`src/rtl/track_pkg.sv`:
```
// Shared definitions for the object-tracking frame controller: FSM states,
// nominal frame geometry and the "no match" position value.
package track_pkg;

  typedef enum logic [2:0] {
    IDLE  = 3'd0,
    CLEAR = 3'd1,
    RUN   = 3'd2,
    DIV   = 3'd3,
    LATCH = 3'd4,
    DONE  = 3'd5
  } state_t;

  localparam int          FRAME_W   = 640;
  localparam int          FRAME_H   = 480;
  localparam logic [31:0] NOT_FOUND = 32'hFFFF_FFFF;

endpackage

```
`src/rtl/track_ctrl.sv`:
```
// Frame-level control FSM for the centroid tracking datapath.
// Optional build macro TRACK_CTRL_IRQ_EN adds a sticky frame-done interrupt.
module track_ctrl
  import track_pkg::*;
#(
  parameter int DIV_WAIT = 4,
  parameter int ID_W     = 4
) (
  input  logic clk,
  input  logic reset,
  input  logic start,
  input  logic abort,
  input  logic continuous,
  input  logic pixel_valid,
  output logic pixel_ready,
  input  logic x_eq_640,
  input  logic y_eq_480,
  input  logic count_ne_0,
  input  logic found,
  output logic reset_x,
  output logic reset_y,
  output logic reset_x_sum,
  output logic reset_y_sum,
  output logic reset_count,
  output logic reset_x_pos,
  output logic reset_y_pos,
  output logic enable_x,
  output logic enable_y,
  output logic enable_x_sum,
  output logic enable_y_sum,
  output logic enable_count,
  output logic enable_x_pos,
  output logic enable_y_pos,
  output logic sel,
  output logic busy,
  output logic frame_done
`ifdef TRACK_CTRL_IRQ_EN
  ,
  output logic irq,
  input  logic irq_clear
`endif
);

  localparam logic [ID_W-1:0] WAIT_LAST = ID_W'(DIV_WAIT - 1);

  state_t          state, next_state;
  logic [ID_W-1:0] wait_cnt, wait_cnt_next;
  logic            abort_pend, abort_pend_next;

  always_ff @(posedge clk) begin
    if (reset) begin
      state      <= IDLE;
      wait_cnt   <= '0;
      abort_pend <= 1'b0;
    end else begin
      state      <= next_state;
      wait_cnt   <= wait_cnt_next;
      abort_pend <= abort_pend_next;
    end
  end

  always_comb begin
    next_state      = state;
    wait_cnt_next   = '0;
    abort_pend_next = 1'b0;
    pixel_ready     = 1'b0;
    reset_x         = 1'b0;
    reset_y         = 1'b0;
    reset_x_sum     = 1'b0;
    reset_y_sum     = 1'b0;
    reset_count     = 1'b0;
    reset_x_pos     = 1'b0;
    reset_y_pos     = 1'b0;
    enable_x        = 1'b0;
    enable_y        = 1'b0;
    enable_x_sum    = 1'b0;
    enable_y_sum    = 1'b0;
    enable_count    = 1'b0;
    enable_x_pos    = 1'b0;
    enable_y_pos    = 1'b0;
    sel             = 1'b0;
    frame_done      = 1'b0;
    busy            = (state != IDLE);

    if (reset) begin
      reset_x     = 1'b1;
      reset_y     = 1'b1;
      reset_x_sum = 1'b1;
      reset_y_sum = 1'b1;
      reset_count = 1'b1;
      reset_x_pos = 1'b1;
      reset_y_pos = 1'b1;
      busy        = 1'b0;
    end else if (abort) begin
      // Abort wins over everything; the pending flag routes CLEAR back to IDLE.
      if (state != IDLE) begin
        next_state      = CLEAR;
        abort_pend_next = 1'b1;
      end
    end else begin
      case (state)
        IDLE: begin
          if (start) next_state = CLEAR;
        end
        CLEAR: begin
          reset_x     = 1'b1;
          reset_y     = 1'b1;
          reset_x_sum = 1'b1;
          reset_y_sum = 1'b1;
          reset_count = 1'b1;
          next_state  = abort_pend ? IDLE : RUN;
        end
        RUN: begin
          pixel_ready = 1'b1;
          if (pixel_valid) begin
            enable_x = 1'b1;
            if (found) begin
              enable_x_sum = 1'b1;
              enable_y_sum = 1'b1;
              enable_count = 1'b1;
            end
            // End of line: the datapath gives reset_x priority over enable_x.
            if (x_eq_640) begin
              reset_x  = 1'b1;
              enable_y = 1'b1;
              if (y_eq_480) begin
                reset_y    = 1'b1;
                next_state = DIV;
              end
            end
          end
        end
        DIV: begin
          if (wait_cnt == WAIT_LAST) next_state = LATCH;
          else wait_cnt_next = wait_cnt + 1'b1;
        end
        LATCH: begin
          enable_x_pos = 1'b1;
          enable_y_pos = 1'b1;
          sel          = ~count_ne_0;
          next_state   = DONE;
        end
        DONE: begin
          frame_done = 1'b1;
          next_state = continuous ? CLEAR : IDLE;
        end
        default: next_state = IDLE;
      endcase
    end
  end

`ifdef TRACK_CTRL_IRQ_EN
  always_ff @(posedge clk) begin
    if (reset)           irq <= 1'b0;
    else if (frame_done) irq <= 1'b1;
    else if (irq_clear)  irq <= 1'b0;
  end
`endif

endmodule

```
`config.mk`:
```
export PLATFORM = sky130hd
export DESIGN_NAME = track_ctrl
export DESIGN_NICKNAME = d
export VERILOG_FILES = /design/src/rtl/track_pkg.sv /design/src/rtl/track_ctrl.sv
export SDC_FILE = /design/constraint.sdc
export NUM_CORES = 1
export LEC_CHECK = 0
export CAP_MARGIN = 25
export CELL_PAD_IN_SITES_DETAIL_PLACEMENT = 0
export CELL_PAD_IN_SITES_GLOBAL_PLACEMENT = 1
export CORE_UTILIZATION = 28
export CTS_BUF_LIST = sky130_fd_sc_hd__clkbuf_16
export CTS_CLUSTER_SIZE = 10
export DETAILED_ROUTE_END_ITERATION = 10
export PLACE_DENSITY_LB_ADDON = 0.1
export REMOVE_ABC_BUFFERS = 1
export SETUP_SLACK_MARGIN = 0.2
export SLEW_MARGIN = 15
export SYNTH_ARGS = -nofsm -noshare
export SYNTH_HDL_FRONTEND = slang
export SYNTH_SLANG_ARGS = --single-unit
export TNS_END_PERCENT = 5
```
`constraint.sdc`:
```
create_clock -name clk -period 2.75 [get_ports clk]
set_input_delay 0.55 -clock clk [delete_from_list [all_inputs] [get_ports clk]]
set_output_delay 0.55 -clock clk [all_outputs]
set_load 0.02 [all_outputs]
```
==> results.sh, run 1 <==
export IMPL_outcome="finished clean"
export IMPL_hold_start="wait_cnt[0]$_SDFF_PP0_"
export IMPL_synthFlopType="dfxtp_1"
export IMPL_route_detailed_drc=0
export IMPL_clk_pin_slew_ps=40
export IMPL_grtUsageTotal_pct=12.6
export IMPL_dp_hpwl_um=981
export IMPL_boundaryPins=28
export IMPL_synth_edf_count=0
export IMPL_die_area_um2=2130
export IMPL_synth_cell_types=27
export IMPL_antenna_cells=0
export IMPL_grt_ovfl_total=0
export IMPL_firstDrtPassIters=4
export IMPL_clock_latency_ps=230
export IMPL_synth_top_cell_area_share_pct=29.3
export IMPL_htreeDepth=1
export IMPL_final_util_pct=49.8
export IMPL_wl_per_cell_um=10.1
export IMPL_postRouteAntennaNets=0
export IMPL_power_density_nw_per_um2=480
export IMPL_finalNonFillerCells=121
export IMPL_peakVddDrop_v=0.000425
export IMPL_cts_setup_buffers=0
export IMPL_die_h_um=46.2
export IMPL_arrival_ps=1980
export IMPL_placedCellCount=118
export IMPL_grt_pass1_wl_mm=1.90
export IMPL_viasPerCell=4.45
export IMPL_setup_viol=0
export IMPL_drt_iter0_markers=8
export IMPL_yosys_warnings=0
export IMPL_grt_pass1_vias=467
export IMPL_tightest_slew_ps=395
export IMPL_multi_input_area_um2=312
export IMPL_period_share_pct=92.0
export IMPL_routabilityCongestion=0.696
export IMPL_slew_headroom_pct=73.6
export IMPL_hold_path_class="reg -> reg"
export IMPL_max_clock_freq_mhz=395
export IMPL_end_kind="output pin"
export IMPL_nNetsFinal=109
export IMPL_die_x_um=46.2
export IMPL_tritoncts="built"
export IMPL_grt_max_degree=12
export IMPL_min_path_cells=1
export IMPL_synthArstFlopShare_pct=0
export IMPL_fin_skew_ps=0.568
export IMPL_ys_top_cells_by_count="9 x buf_4, 9 x nand2_1, 8 x dfxtp_1, 7 x nor2_1"
export IMPL_seq_area_um2=160
export IMPL_worstHoldEndpoint="wait_cnt[0]$_SDFF_PP0_"
export IMPL_clockRootBuffer="clkbuf_16"
export IMPL_worst_slack_ps=221
export IMPL_layout_drive_gt1_share_pct=17.7
export IMPL_crit_start="abort"
export IMPL_start_util_pct=30.7
export IMPL_synth_area_leaders="dfxtp_1 29%, buf_4 12%, nand2_1 6.2%"
export IMPL_vias=538
export IMPL_cap_violations=0
export IMPL_p_leak_uw=0.000420
export IMPL_r2r_end="state[1]$_SDFFE_PP0P_"
export IMPL_finalMaxSlewViolations=0
export IMPL_yosysSeqAreaShare_pct=29.3
export IMPL_critical_path_class="in -> out"
export IMPL_rsz0062_at_grt="yes"
export IMPL_drt_total_wl_mm=1.22
export IMPL_postLayoutCellArea_um2=888
export IMPL_portBuffers=27
export IMPL_cts_buffer_depth=2
export IMPL_placed_area_um2=813
export IMPL_period_needed_ps=2530
export IMPL_cp_data_required_time_ps=2200
export IMPL_finalPower_uw=427
export IMPL_netlist_instances=71
export IMPL_ff2ff_path_depth=5
export IMPL_synth_area_leader_cell="dfxtp_1"
export IMPL_pre_cts_slack_ps=-105
export IMPL_numCtsBuffers=3
export IMPL_netlist_area_um2=547
export IMPL_area_growth_pct=62.5
export IMPL_num_fill_cells=189
export IMPL_antenna_found_initial=0
export IMPL_ff2ff_setup_slack_ps=1390
export IMPL_rows=15
export IMPL_cts_sinks=8
export IMPL_core_um2=1780
export IMPL_synth_seq_cells=8
export IMPL_hold_viol=0
export IMPL_worstReg2RegStart="wait_cnt[0]$_SDFF_PP0_"
export IMPL_cp_start_kind="input port"
export IMPL_critical_path_max_fanout=5
export IMPL_syn_avg_cell_area_um2=7.70
[per-stage QoR]
step	TNS (ps)	hold slack [ps]
3_3_place_gp	-296	430
4_1_cts	-49.8	451
6_report	0	447
5_1_grt	0	490
2_1_floorplan	0	418
3_5_place_dp	-627	446
[worst max path at each step]
stage | to | cells past startpoint
floorplan | reset_count | 2
global placement | enable_x_sum | 5
detailed placement | enable_count | 5
CTS | sel | 4
global route | reset_count | 4
finish | enable_count | 5
[layout by cell type, fill, tap and decap left out]
cell type        Yosys  routed
o31ai_1              2       2
nand2b_1             4       4
buf_4                9       5
nor2_2               2       2
dlygate4sd2_1        0      12
a31oi_1              1       1
and3_1               4       4
and4b_1              1       1
nand2_1              9       9
nand3_2              1       1
and2_1               1       1
clkbuf_16            0       3
xor2_1               1       1
o2bb2ai_1            1       1
ha_1                 1       1
nor3_1               3       3
nor2b_1              1       1
nor2_1               7       7
nand3_1              2       2
clkdlybuf4s15_2      0       3
nor3b_1              1       1
dfxtp_1              8       8
o21ai_0              2       2
clkdlybuf4s50_1      0      11
xnor2_1              1       1
or2_4                1       1
dlymetal6s2s_1       0       1
nor2b_4              1       1
nor4_4               0       1
inv_1                3       3
a21oi_1              2       2
[power by group]
part	internal (uW)	switching [uW]	leakage [uW]
clock	187	52.5	0.0000370
combinational	33.5	30.2	0.000318
sequential	119	4.46	0.0000647
total	339	87.2	0.000420
[cell families after synthesis]
| group | synth area share, % |
|---|---|
| flops | 29.3 |
| compound gates | 9.15 |
| buf+inv | 15.3 |
| simple gates | 40.7 |
| fa+ha+maj | 2.29 |
| xor+xnor | 3.20 |
[worst max-delay path, stage by stage]
cell	delay, ps
clkdlybuf4s50_1	520
nor2_2	180
and3_1	230
and3_1	220
clkdlybuf4s15_2	280
[state kept, by name, indices dropped and copies added (netlist names)]
| register | flops |
|---|---|
| abort_pend | 1 |
| state | 3 |
| wait_cnt | 4 |
[layer usage]
metal / global-route usage, % / share of wire (%)
met1: 14.7 / 46
met2: 20.8 / 47
met3: 5.10 / 6.9
met4: 3.53 / 0
met5: 0 / 0
[what timing repair did]
item,in CTS,in global routing
gates resized for setup,21,2
hold buffers,0,0
setup endpoints to repair,16,8
[cell type report]
type	instances	area share, %
sequential	8	18.0
inverter	3	1.27
tap	25	3.52
clock buffer	3	8.45
multi-input combinational	50	35.1
timing repair buffer	32	33.7
No activity file was read; power rests on OpenSTA's default activity.
==> run 2, diff against run 1 <==
--- a/config.mk
+++ b/config.mk
@@ -8,10 +8,11 @@
 export CAP_MARGIN = 25
 export CELL_PAD_IN_SITES_DETAIL_PLACEMENT = 0
 export CELL_PAD_IN_SITES_GLOBAL_PLACEMENT = 1
-export CORE_UTILIZATION = 28
+export CORE_UTILIZATION = 23
 export CTS_BUF_LIST = sky130_fd_sc_hd__clkbuf_16
 export CTS_CLUSTER_SIZE = 10
 export DETAILED_ROUTE_END_ITERATION = 10
+export MAX_ROUTING_LAYER = met4
 export PLACE_DENSITY_LB_ADDON = 0.1
 export REMOVE_ABC_BUFFERS = 1
 export SETUP_SLACK_MARGIN = 0.2
==> constraint.sdc (replaced) <==
create_clock -name clk -period 2.1 [get_ports clk]
set_input_delay 0.42 -clock clk [delete_from_list [all_inputs] [get_ports clk]]
set_output_delay 0.42 -clock clk [all_outputs]
set_load 0.02 [all_outputs]
==> run 2 against run 1 <==
Largest power group unchanged. First-iteration DRC count shrank 75%. Setup slack lost 88 ps. Register-to-register slack worse by 670 ps. Die area grew 21%. Critical endpoint is now enable_y. Wire length grew 10%. Highest routed layer unchanged. Worst hold slack worse by 5.7 ps. Core utilization shrank 9.4 points. Non-clock buffer count is 7 higher. Largest cell class unchanged. Via count up 4.8%. Sequential share of layout area shrank 0.30 points. Global-route usage hardly changed.
==> results.sh, run 2 (synthesized netlist as in run 1, its figures left out) <==
export IMPL_outcome="finished clean"
export IMPL_grtUsageTotal_pct=12.5
export IMPL_power_density_nw_per_um2=625
export IMPL_pwr_share_comb_pct=15.9
export IMPL_viasPerCell=4.31
export IMPL_numCtsBuffers=3
export IMPL_worst_path_largest_cell_delay_ps=310
export IMPL_placedCellCount=127
export IMPL_multi_input_area_um2=317
export IMPL_whs_ps=441
export IMPL_fin_skew_ps=0.193
export IMPL_clk_pin_slew_ps=40
export IMPL_p_switching_uw=117
export IMPL_hold_viol=0
export IMPL_swShare_pct=20.7
export IMPL_tightest_slew_ps=389
export IMPL_period_needed_ps=1970
export IMPL_critical_path_class="in -> out"
export IMPL_vias=564
export IMPL_core_um2=2230
export IMPL_route_detailed_drc=0
export IMPL_peakVddDrop_v=0.000382
export IMPL_hold_path_class="reg -> reg"
export IMPL_critical_path_max_fanout=5
export IMPL_most_common_layout_cells="12 x buf_4, 9 x nand2_1, 9 x clkdlybuf4s50_1"
export IMPL_power_frac_clock_pct=55.6
export IMPL_cp_start_kind="input port"
export IMPL_antenna_found_initial=0
export IMPL_p_leak_uw=0.000435
export IMPL_worstPathCellList="dlygate4sd2_1, nor2_2, and3_4, and3_1, clkdlybuf4s15_1"
export IMPL_drt_total_wl_mm=1.34
export IMPL_rows=17
export IMPL_die_x_um=50.8
export IMPL_p_int_uw=448
export IMPL_dp_hpwl_mm=1.05
export IMPL_final_common_cell="buf_4"
export IMPL_tritoncts="built"
export IMPL_seqPwrFrac_pct=28.4
export IMPL_end_kind="output pin"
export IMPL_grt_pass1_vias=535
export IMPL_rsz0062_at_grt="yes"
export IMPL_reg_top3="wait_cnt: 4 flops, state: 3 flops, abort_pend: 1 flops"
export IMPL_finalNonFillerCells=131
export IMPL_grt_max_degree=10
export IMPL_largest_register="wait_cnt"
export IMPL_crit_family="buffers and inverters"
export IMPL_max_clock_freq_mhz=508
export IMPL_setup_viol=0
export IMPL_period_share_pct=93.7
export IMPL_cts_sinks=8
export IMPL_routabilityCongestion=0.740
export IMPL_area_growth_pct=65.2
export IMPL_grt_ovfl_total=0
export IMPL_nNetsFinal=116
export IMPL_layout_drive_gt1_share_pct=30.1
export IMPL_arrival_ps=1550
export IMPL_start_util_pct=24.5
export IMPL_cp_num_buf_inv=2
export IMPL_cap_violations=0
export IMPL_htreeDepth=1
export IMPL_seq_area_um2=160
export IMPL_clockRootBuffer="clkbuf_16"
export IMPL_cp_data_required_time_ps=1680
export IMPL_antenna_cells=0
export IMPL_die_area_um2=2580
export IMPL_wl_per_cell_um=10.3
export IMPL_firstDrtPassIters=3
export IMPL_largest_reg_flops=4
export IMPL_portBuffers=27
export IMPL_boundaryPins=28
export IMPL_clock_latency_ps=230
export IMPL_cts_buffer_depth=2
export IMPL_slew_headroom_pct=74.0
export IMPL_postRouteAntennaNets=0
export IMPL_cpMaxStageDelayCell="dlygate4sd2_1"
export IMPL_finalMaxSlewViolations=0
export IMPL_hold_buffers=0
export IMPL_num_fill_cells=237
export IMPL_die_h_um=50.8
export IMPL_drt_iter0_markers=2
export IMPL_grt_pass1_wl_mm=2.24
[run 2: cell count changes in the layout (fill, tap and decap cells not counted), sizes merged]
| cell | before | now |
|---|---|---|
| buf | 5 | 16 |
| clkbuf | 3 | 8 |
| dlygate4sd2 | 12 | 8 |
| clkdlybuf4s15 | 3 | 1 |
| clkdlybuf4s50 | 11 | 9 |
| dlymetal6s2s | 1 | 0 |
[run 2: repair_timing]
item	CTS	global route
setup endpoints to repair	18	14
gates resized for setup	33	13
buffers inserted	1	0
pin swaps	1	0
[run 2: layer usage]
layer	global-route usage, %	part of all wire (%)
met5	-	0
met4	2.78	0
met3	7.27	8.8
met2	19.1	43
met1	14.1	48
[run 2: power by group through the flow]
stage	Clock [uW]	Sequential [uW]	Combinational, uW
6_report	314	160	90.0
5_1_grt	328	161	98.0
4_1_cts	319	160	92.9
3_5_place_dp	0	162	97.8
3_3_place_gp	0	163	98.1
2_1_floorplan	0	162	34.3
[run 2: through the flow]
step / total power (uW) / utilization, % / TNS, ps / area [um2] / setup slack [ps]
final: 565 / 40.4 / 0 / 903 / 133
after CTS: 572 / 41.6 / 0 / 930 / 106
after global routing: 587 / 40.4 / 0 / 903 / 75.9
after detailed placement: 260 / 38.6 / -5950 / 862 / -498
after global placement: 261 / 38.6 / -5680 / 862 / -463
after floorplan: 196 / - / -963 / 474 / -299
[run 2: layout make-up]
class	instances	area share, %
Tap cell	28	3.88
Sequential cell	8	17.7
Inverter	3	1.25
Multi-Input combinational cell	50	35.0
Timing Repair Buffer	39	33.8
Clock buffer	3	8.31
[run 2: final timing paths]
check / to / slack, ps / from / depth (start not counted)
worst max-delay path: enable_y / 130 / reset / 5
worst min-delay path: wait_cnt[0]$_SDFF_PP0_ / 440 / wait_cnt[0]$_SDFF_PP0_ / 1
worst max register to register: state[1]$_SDFFE_PP0P_ / 720 / wait_cnt[0]$_SDFF_PP0_ / 5
worst min register to register: wait_cnt[0]$_SDFF_PP0_ / 440 / wait_cnt[0]$_SDFF_PP0_ / 1
==> run 3, diff against run 2 <==
--- a/config.mk
+++ b/config.mk
@@ -8,7 +8,7 @@
 export CAP_MARGIN = 25
 export CELL_PAD_IN_SITES_DETAIL_PLACEMENT = 0
 export CELL_PAD_IN_SITES_GLOBAL_PLACEMENT = 1
-export CORE_UTILIZATION = 23
+export CORE_UTILIZATION = 28
 export CTS_BUF_LIST = sky130_fd_sc_hd__clkbuf_16
 export CTS_CLUSTER_SIZE = 10
 export DETAILED_ROUTE_END_ITERATION = 10
==> constraint.sdc (replaced) <==
create_clock -name clk -period 2.35 [get_ports clk]
set_input_delay 0.47 -clock clk [delete_from_list [all_inputs] [get_ports clk]]
set_output_delay 0.47 -clock clk [all_outputs]
set_load 0.02 [all_outputs]
==> run 3 against run 2 <==
Sequential share of layout area is 0.53 points lower. Worst hold slack better by 3.5 ps. Total power is 9.4% lower. Core utilization is 12 points higher. Sequential power is 11% lower. Sequential cell count is the same. Wire length is 8.4% lower. First-iteration DRC count grew to 3.5 times the previous value. Cell area increased by 3.9%. Cell count decreased by 3.1%. Largest cell class is now buffers. Highest routed layer unchanged.
==> results.sh, run 3 (synthesized netlist as in run 1, its figures left out) <==
export IMPL_portBuffers=27
export IMPL_wl_per_cell_um=9.69
export IMPL_setup_viol=0
export IMPL_end_kind="output pin"
export IMPL_tns_ps=0
export IMPL_fin_skew_ps=3.56
export IMPL_hold_buffers=0
export IMPL_grtUsageTotal_pct=13.0
export IMPL_tightest_slew_ps=328
export IMPL_antenna_cells=0
export IMPL_reg_top3="wait_cnt: 4 flops, state: 3 flops, abort_pend: 1 flops"
export IMPL_postRouteAntennaNets=0
export IMPL_worstPathCellList="clkdlybuf4s50_1, nand3_1, o21ai_0, nand2_1, nand2_1, clkdlybuf4s15_2"
export IMPL_power_frac_clock_pct=56.0
export IMPL_seqPwrFrac_pct=27.8
export IMPL_cpMaxStageDelayCell="clkdlybuf4s50_1"
export IMPL_area_growth_pct=71.6
export IMPL_period_share_pct=89.4
export IMPL_nNetsFinal=115
export IMPL_grt_ovfl_total=0
export IMPL_outcome="finished clean"
export IMPL_largest_register="wait_cnt"
export IMPL_period_needed_ps=2100
export IMPL_cts_sinks=8
export IMPL_vias=550
export IMPL_power_density_nw_per_um2=545
export IMPL_finalMaxSlewViolations=0
export IMPL_layout_drive_gt1_share_pct=28.4
export IMPL_dp_hpwl_um=997
export IMPL_rows=15
export IMPL_viasPerCell=4.33
export IMPL_die_x_um=46.2
export IMPL_clockRootBuffer="clkbuf_16"
export IMPL_crit_top_cell="nand2_1"
export IMPL_grt_max_degree=10
export IMPL_slew_headroom_pct=78.1
export IMPL_critical_path_class="in -> out"
export IMPL_boundaryPins=28
export IMPL_numCtsBuffers=3
export IMPL_worst_path_largest_cell_delay_ps=500
export IMPL_swShare_pct=21.2
export IMPL_pwr_share_comb_pct=16.3
export IMPL_grt_pass1_wl_mm=1.91
export IMPL_clock_latency_ps=230
export IMPL_tritoncts="built"
export IMPL_peakVddDrop_v=0.000343
export IMPL_drt_total_wl_mm=1.23
export IMPL_antenna_found_initial=0
export IMPL_most_common_layout_cells="11 x dlygate4sd2_1, 11 x buf_4, 9 x nand2_1, 9 x clkdlybuf4s50_1"
export IMPL_largest_reg_flops=4
export IMPL_route_detailed_drc=0
export IMPL_arrival_ps=1630
export IMPL_cap_violations=0
export IMPL_rsz0062_at_grt="yes"
export IMPL_cp_start_kind="input port"
export IMPL_die_area_um2=2130
export IMPL_start_util_pct=30.7
export IMPL_core_um2=1780
export IMPL_routabilityCongestion=0.747
export IMPL_hold_path_class="reg -> reg"
export IMPL_cts_buffer_depth=2
export IMPL_drt_iter0_markers=7
export IMPL_p_switching_uw=109
export IMPL_p_leak_uw=0.000433
export IMPL_grt_pass1_vias=471
export IMPL_ff2ff_setup_slack_ps=1010
export IMPL_htreeDepth=1
export IMPL_clk_pin_slew_ps=40
export IMPL_cp_data_required_time_ps=1880
export IMPL_cts_setup_buffers=0
export IMPL_firstDrtPassIters=2
export IMPL_p_int_uw=403
export IMPL_hold_viol=0
export IMPL_critical_path_max_fanout=3
export IMPL_final_util_pct=52.6
export IMPL_max_clock_freq_mhz=476
export IMPL_die_h_um=46.2
==> run 3: cell count changes in the layout (fill, tap and decap cells not counted), sizes merged <==
cell / previous run / this run
buf: 16 / 11
clkbuf: 8 / 3
clkdlybuf4s15: 1 / 7
dlygate4sd2: 8 / 11
==> run 3: worst paths after layout <==
path | start | endpoint | depth (start not counted)
worst min-delay path | wait_cnt[0]$_SDFF_PP0_ | wait_cnt[0]$_SDFF_PP0_ | 1
worst max-delay path | pixel_valid | reset_y | 6
worst max register to register | wait_cnt[0]$_SDFF_PP0_ | state[1]$_SDFFE_PP0P_ | 5
worst min register to register | wait_cnt[0]$_SDFF_PP0_ | wait_cnt[0]$_SDFF_PP0_ | 1
==> run 3: metal layers <==
layer | global-route usage (%) | vias up | share of wire [%]
li1 | - | 293 | -
met1 | 16.1 | 237 | 48
met2 | 19.7 | 20 | 46
met3 | 4.71 | 0 | 5.8
met4 | 3.53 | 0 | 0
met5 | - | - | 0
==> run 3: metrics by stage <==
step / cell area [um2] / power, uW / hold WS, ps / std cells / setup slack, ps
2_1_floorplan: 474 / 175 / 418 / 61 / -99.5
3_3_place_gp: 858 / 233 / 430 / 124 / -317
3_5_place_dp: 858 / 233 / 444 / 124 / -328
4_1_cts: 932 / 516 / 449 / 127 / 225
5_1_grt: 938 / 533 / 486 / 127 / 170
6_report: 938 / 512 / 445 / 127 / 248
==> run 3: timing repair <==
item | 4_1_cts | 5_1_grt
gates resized for setup | 33 | 2
setup endpoints to repair | 18 | 8
pin swaps | 1 | 0
==> run 3: power by group through the flow <==
| stage | registers, uW | logic [uW] | clock network (uW) |
|---|---|---|---|
| after CTS | 142 | 83.1 | 291 |
| after global routing | 142 | 89.8 | 301 |
| after global placement | 144 | 88.2 | 0 |
| after detailed placement | 144 | 88.4 | 0 |
| final | 142 | 83.1 | 286 |
| after floorplan | 145 | 30.7 | 0 |
==> run 3: area by class of cell <==
type,count,area (um2)
Fill cell,172,845
Timing Repair Buffer,38,347
Multi-Input combinational cell,50,313
Sequential cell,8,161
Clock buffer,3,75.1
Tap cell,25,31.3
Inverter,3,11.3
==> run 3: worst max-delay path, delay by kind of cell <==
kind | cells | cell delay, ps
AOI/OAI and AO/OA | 1 | 180
buffers and inverters | 2 | 750
and+or+nand+nor | 3 | 230
